**src/rtl/order_content_arbiter.sv**
```systemverilog
// order_content_arbiter
//
// Sequencer and arbiter for the single-port order-content RAM. After reset,
// and whenever clear_req is seen while running, it writes zero to every RAM
// entry. Once the sweep is done it shares the RAM port between a write
// requester and a read requester. When both are valid in the same cycle, the
// one that did not win the last completed handshake is granted. Read data
// comes straight from the RAM's registered output, one cycle after the grant.
//
// State table:
//   state    | meaning
//   ST_START | just out of reset, no RAM access, moves to ST_INIT next clock
//   ST_INIT  | zero sweep, one address per cycle (sweep_cnt)
//   ST_RUN   | init_done=1, wr/rd requests arbitrated onto the RAM port
//
// Ports:
//   axis_aclk, axis_resetn     clock, async active-low reset
//   clear_req                  pulse: restart the zero sweep (honoured in RUN only)
//   init_done                  RAM cleared, requests are being served
//   wr_valid/ready/addr/data   write request handshake
//   rd_valid/ready/addr        read request handshake
//   rd_rsp_valid/rd_rsp_data   read response, one cycle after the grant
//   ram_addr/din/we            combinational drive of the RAM port
//   ram_dout                   registered RAM read data

module order_content_arbiter #(
  parameter int ADDR_WIDTH = 12,
  parameter int DATA_WIDTH = 200
) (
  input  logic                  axis_aclk,
  input  logic                  axis_resetn,
  input  logic                  clear_req,
  output logic                  init_done,
  input  logic                  wr_valid,
  output logic                  wr_ready,
  input  logic [ADDR_WIDTH-1:0] wr_addr,
  input  logic [DATA_WIDTH-1:0] wr_data,
  input  logic                  rd_valid,
  output logic                  rd_ready,
  input  logic [ADDR_WIDTH-1:0] rd_addr,
  output logic                  rd_rsp_valid,
  output logic [DATA_WIDTH-1:0] rd_rsp_data,
  output logic [ADDR_WIDTH-1:0] ram_addr,
  output logic [DATA_WIDTH-1:0] ram_din,
  output logic                  ram_we,
  input  logic [DATA_WIDTH-1:0] ram_dout
);

  typedef enum logic [1:0] {ST_START, ST_INIT, ST_RUN} state_t;
  typedef enum logic {GNT_WR, GNT_RD} grant_t;

  localparam logic [ADDR_WIDTH-1:0] SWEEP_LAST = '1;

  state_t                  state_q, state_d;
  logic [ADDR_WIDTH-1:0]   sweep_cnt_q, sweep_cnt_d;
  logic [ADDR_WIDTH-1:0]   addr_hold_q, addr_hold_d;
  grant_t                  last_grant_q, last_grant_d;
  logic                    init_done_q, init_done_d;
  logic                    rd_rsp_valid_q, rd_rsp_valid_d;

  logic                    run;
  logic                    wr_grant;
  logic                    rd_grant;

  // Ready is not gated by the requester's own valid: an idle port sees
  // ready=1, and contention resolves through the other side's valid.
  always_comb begin
    run      = (state_q == ST_RUN);
    wr_ready = run && !clear_req && (!rd_valid || (last_grant_q == GNT_RD));
    rd_ready = run && !clear_req && (!wr_valid || (last_grant_q == GNT_WR));
    wr_grant = wr_valid && wr_ready;
    rd_grant = rd_valid && rd_ready;
  end

  // RAM port drive. With no access the address keeps its last value so the
  // RAM address pins do not toggle needlessly.
  always_comb begin
    ram_we   = 1'b0;
    ram_addr = addr_hold_q;
    ram_din  = '0;
    if (state_q == ST_INIT) begin
      ram_we   = 1'b1;
      ram_addr = sweep_cnt_q;
    end else if (wr_grant) begin
      ram_we   = 1'b1;
      ram_addr = wr_addr;
      ram_din  = wr_data;
    end else if (rd_grant) begin
      ram_addr = rd_addr;
    end
  end

  always_comb begin
    state_d        = state_q;
    sweep_cnt_d    = sweep_cnt_q;
    init_done_d    = init_done_q;
    last_grant_d   = last_grant_q;
    addr_hold_d    = ram_addr;
    rd_rsp_valid_d = rd_grant;

    if (wr_grant) begin
      last_grant_d = GNT_WR;
    end else if (rd_grant) begin
      last_grant_d = GNT_RD;
    end

    case (state_q)
      ST_START: begin
        state_d = ST_INIT;
      end
      ST_INIT: begin
        if (sweep_cnt_q == SWEEP_LAST) begin
          state_d     = ST_RUN;
          sweep_cnt_d = '0;
          init_done_d = 1'b1;
        end else begin
          sweep_cnt_d = sweep_cnt_q + 1'b1;
        end
      end
      ST_RUN: begin
        if (clear_req) begin
          state_d     = ST_INIT;
          init_done_d = 1'b0;
        end
      end
      default: begin
        state_d     = ST_START;
        init_done_d = 1'b0;
      end
    endcase
  end

  always_ff @(posedge axis_aclk or negedge axis_resetn) begin
    if (!axis_resetn) begin
      state_q        <= ST_START;
      sweep_cnt_q    <= '0;
      addr_hold_q    <= '0;
      last_grant_q   <= GNT_RD;
      init_done_q    <= 1'b0;
      rd_rsp_valid_q <= 1'b0;
    end else begin
      state_q        <= state_d;
      sweep_cnt_q    <= sweep_cnt_d;
      addr_hold_q    <= addr_hold_d;
      last_grant_q   <= last_grant_d;
      init_done_q    <= init_done_d;
      rd_rsp_valid_q <= rd_rsp_valid_d;
    end
  end

  assign init_done    = init_done_q;
  assign rd_rsp_valid = rd_rsp_valid_q;
  assign rd_rsp_data  = ram_dout;

endmodule
```
**config.mk**
```make
export PLATFORM = sky130hd
export DESIGN_NAME = order_content_arbiter
export DESIGN_NICKNAME = d
export VERILOG_FILES = /design/src/rtl/order_content_arbiter.sv
export SDC_FILE = /design/constraint.sdc
export NUM_CORES = 1
export LEC_CHECK = 0
export ABC_AREA = 1
export CORE_AREA = 2 2 326 328
export DETAILED_ROUTE_END_ITERATION = 16
export DIE_AREA = 0 0 328 330
export GPL_TIMING_DRIVEN = 0
export PLACE_DENSITY_LB_ADDON = 0.15
export SLEW_MARGIN = 30
export SYNTH_ARGS = -nofsm -noshare
export SYNTH_HDL_FRONTEND = slang
export SYNTH_SLANG_ARGS = --single-unit
```
**constraint.sdc**
```tcl
create_clock -name axis_aclk -period 4.34 [get_ports axis_aclk]
set_input_delay 0.651 -clock axis_aclk [delete_from_list [all_inputs] [get_ports axis_aclk]]
set_output_delay 0.651 -clock axis_aclk [all_outputs]
set_load 0.02 [all_outputs]
```
After elaboration in Yosys (flattened, before gate mapping)
Cells that the tools add are included.
{"block": "word_totals", "ff_bits": 29, "output_inout_bits": 417, "wordCells": 44, "in_bits": 429}
{"block": "classes", "n_reduce_logical": 14, "n_eq_ne": 5, "bitwise": 2, "n_mux": 16, "add_sub_neg": 1}
{"op": "$mux 200", "count": 2}
{"op": "$mux 12", "count": 4}
{"op": "$add 12x1->12 const B", "count": 1}
{"op": "$eq 12x12->1 const B", "count": 1}
{"op": "$mux 1", "count": 6}
{"op": "$pmux 2 s3", "count": 1}
{"op": "$logic_and 1x1->1", "count": 5}
{"op": "$mux 2", "count": 2}
{"op": "$logic_not 1->1", "count": 3}
{"op": "$pmux 1 s3", "count": 1}
{"op": "$reduce_and 3->1", "count": 1}
{"op": "$eq 2x1->1 const B", "count": 1}
{"op": "$eq 2x2->1 const B", "count": 1}
{"op": "$logic_not 2->1", "count": 1}
{"op": "$logic_or 1x1->1", "count": 2}
{"op": "$ne 2x1->1 const B", "count": 1}
{"op": "$ne 2x2->1 const B", "count": 1}
{"op": "$not 1->1", "count": 2}
{"op": "$reduce_and 2->1", "count": 1}
{"op": "$reduce_bool 2->1", "count": 1}

Longest topological paths before layout
{"block": "depth", "ltp_word": 7, "ltp_mapped": 8, "mapped_depth_nobuf": 8}

Least setup slack after synthesis
OpenSTA, ideal clock, no wires.
{"block": "synth_path", "path_kind": "input -> output", "from": "input port clear_req", "to": "output port ram_din[109]", "stages": 7, "t_arrival_ns": 1.664, "path_buffers": 2, "required_ns": 3.689, "setup_slack_ns": 2.025, "path_cell_list": "inv_1 > nand3_2 > nor3_4 > inv_2 > buf_6 > buf_4 > nor2_1"}
{"block": "synth_between", "elab_chain_cells": 6}
{"element": "from (decl)", "line_no": "32", "rtl": "input logic clear_req,"}
{"element": "$logic_not 1->1", "line_no": "69", "rtl": "wr_ready = run && !clear_req && (!rd_valid || (last_grant_q == GNT_RD));"}
{"element": "$logic_and 1x1->1 (2 in a row)", "line_no": "69"}
{"element": "$logic_and 1x1->1", "line_no": "71", "rtl": "wr_grant = wr_valid && wr_ready;"}
{"element": "$mux 200", "line_no": "84", "rtl": "end else if (wr_grant) begin"}
{"element": "$mux 200", "line_no": "81", "rtl": "if (state_q == ST_INIT) begin"}
{"element": "to (decl)", "line_no": "44", "rtl": "output logic [DATA_WIDTH-1:0] ram_din,"}
Every way passes these cells.

Worst setup path after layout
{"block": "layout_path", "from": "input port clear_req", "to": "output port ram_din[127]"}
Same word-level chain as after synthesis.

==> summary.txt <==
Outcome
  • Status: finished clean

STA
  • F_max: 258 MHz
  • Final period utilization: 0.894
  • Relative slew slack: 0.545
  • Final setup fails: 0
  • Layout Skew: 0.00564 ns
  • Final worst path period need: 3.88 ns
  • Final hold vios: 0
  • PnR worst setup slack: roughly 0.46 ns
  • Worst Tran Pin Value: a little under 0.7 ns
  • RSZ-0062 raised after global routing: no
  • Final worst hold slack: 0.300 ns
  • Final Max Slew Viols: 0
  • Setup Total Neg Slack: 0 ns

Floorplanning
  • # rows: ~120
  • Starting Density: 0.0544
  • IO Pins: ~850
  • Die area: 0.108 mm²
  • Die width: 328 µm
  • Die height: ~330 µm
  • Core box area: about 0.10 mm²

Pwr
  • Share of power burned in registers: 0.196
  • Combinational share of power: 0.555
  • PD cells: 98.3 mW/mm²
  • Sw frac: 0.316
  • Static Leakage: 6.12 nW
  • Psw: ~440 µW
  • Clock share of power: 0.249
  • VDD IR max: 112 µV
  • Tot Pwr: 1.38 mW
  • Int Power: 947 µW

Logic synthesis
  • Number of synthesized flops with an enable pin: 0
  • Yosys cell types: 22
  • Synth Register Bits: 29
  • Top post-synthesis cells by area: buf_4, nor2_4, inv_1, dfrtp_1, nor2_1
  • Average size of a mapped cell: 6.58 µm²
  • Synth Area in Simple Gates: 0.380
  • Mux contribution to synthesized area: 0
  • Syn Inst Count: between 800 and 900
  • Largest family of logic cells by synthesized area: buffers and inverters
  • Syn_nets: 1,296
  • Post-synth top area share: 0.277
  • Post-synthesis compound-gate area fraction: 0.00791
  • Mapped Area: around 0.0057 mm²
  • Cell taking the most area after synthesis: buf_4
  • Register area share after synthesis: 0.128
  • Xor/xnor cell area share of the yosys netlist: 0.00769
  • Primary FF master, synth: dfrtp_1
  • Yosys warns: 0
  • Adder-cell share of the synthesized area: 0.00220
  • Ys async rst share: 1.00

Clocking
  • Clk buf depth: 2
  • Hold-fix buffers, CTS: 0
  • H-tree depth: 2
  • CTS tree: built
  • CTS root buf: clkbuf_16
  • Setup repair bufs after CTS: 0
  • Cts bufs inserted: 5
  • Resized cells post-CTS: 0
  • Clk Latency, worst-skew pair: 0.28 ns
  • Reg clk slew, reported paths: 0.06 ns
  • # clock sinks: 29

Layout
  • Non-filler cells, final: 2,914
  • Layout cells sized above 1: 0.226
  • Fill count: 12,100
  • Commonest non-fill, non-tap cell in the layout: clkdlybuf4s50_1
  • Final instance area: 0.0141 mm²
  • Utilization after layout: 0.134
  • Most frequent cells in the layout: clkdlybuf4s50_1, inv_1, buf_4
  • Final nets: slightly below 2,000
  • Area Overhead vs Synth: 147%

GRT
  • Vias in the first global route: 7,295
  • Largest net degree at the start of global routing: 16
  • First-pass GRT wire length: 52,000 µm
  • Total track usage: 0.0649
  • Global route overflow: 0
  • Initial antenna violation count: 8

Placed design
  • Place WS: 0.467 ns
  • Dpl cells: 2,903
  • Post-DP Area: 0.0139 mm²
  • RePlAce Congestion: 0.825
  • Detailed Place HPWL: about 36,000 µm
  • PortBufs: about 650

Routing
  • Routed len/inst: 13.5 µm
  • Vias: 7,078
  • Post-route ant nets: 0
  • Routed Wire Length: between 30,000 and 40,000 µm
  • Pre-antenna DRT Iters: 4
  • Initial DRC count: 162
  • Via-per-instance ratio: 2.43
  • Post-route DRC: 0

Setup path
  • Critical Setup Path Class: input pin to output pin
  • Setup crit end kind: output pin
  • Crit path launch: clear_req
  • Max FO, Critical Path: 10
  • Critical-path cell list: clkdlybuf4s50_1 -> inv_1 -> nand3_2 -> nor3_4 -> inv_2 -> buf_6 -> buf_4 -> nor2_1 -> clkdlybuf4s50_1
  • CP max-delay cell: clkdlybuf4s50_1
  • Req. time, crit path: 3.69 ns
  • Max stage delay on crit path: 0.73 ns
  • Worst Setup Start Kind: input pin
  • Crit path DAT: 3.23 ns
  • Crit path top cell by count: clkdlybuf4s50_1
  • Reg2reg start: state_q[0]

Worst hold path
  • Hold Crit Class: input pin to async pin

Job
  • Max-cap violations: 0
-- kinds of logic (layout without fill, tap and decap cells) --
kind of cell / Yosys count / count (layout)
buffers and inverters: 462 / 1116
other: 0 / 3
XOR/XNOR: 5 / 5
adder cells (fa/ha/maj): 1 / 1
AND/OR/NAND/NOR: 360 / 360
AO/OA/AOI/OAI: 9 / 9
flip-flops: 29 / 29
-- final timing paths --
kind                              endpoint  slack, ns  cells after the start
max                           ram_din[127]       0.46                      9
max reg2reg                 addr_hold_q[6]       2.71                      8
max in group asynchronous     rd_rsp_valid       3.61                      2
min                        addr_hold_q[11]       0.30                      1
min reg2reg                   last_grant_q       0.48                      2
min in group axis_aclk        last_grant_q       0.48                      2
-- layer usage --
layer	vias to the layer above	GRT usage	part of all wire
met3	22	0.0184	0.085
met4	2	0.00957	0.0097
met2	315	0.113	0.51
met1	3241	0.0804	0.40
met5	-	0	0.00033
li1	3498	-	-
-- power groups by stage --
stage / combinational (mW) / clock (mW) / sequential [mW]
finish: 0.768 / 0.344 / 0.271
global route: 0.808 / 0.369 / 0.270
detailed placement: 0.772 / 0 / 0.275
global placement: 0.771 / 0 / 0.275
CTS: 0.776 / 0.359 / 0.270
floorplan: 0.333 / 0 / 0.275
-- critical path: cells and delay by family --
| family | cells | cell delay (ns) |
|---|---|---|
| and+or+nand+nor | 3 | 0.75 |
| buffers and inverters | 6 | 1.82 |
-- synth_stat cells (all sizes together), types with 2 or more instances --
master and number:
nand2 107, nand3 24, xor2 2, nor2 224, xnor2 3, nand4 4, inv 233, clkbuf 2
a21oi 2, buf 227, dfrtp 28, o21ai 7
-- cell type report --
type,instances,area (µm²),share of cell area
diodes,3,7.51,0.000534
inverters,233,875,0.0622
plain buffers,229,1830,0.130
clock buffers,5,125,0.00890
clock inverters,3,17.5,0.00125
flip-flops and latches,29,727,0.0517
multi-input cells,375,2260,0.161
repair buffers,646,6480,0.461
well taps,1391,1740,0.124
-- sequential cells by signal, summed over array words and instances, names as in the netlist --
register	cells
addr_hold_q	12
init_done	1
last_grant_q	1
rd_rsp_valid	1
state_q	2
sweep_cnt_q	12
Power figures use the tool's default switching activity.
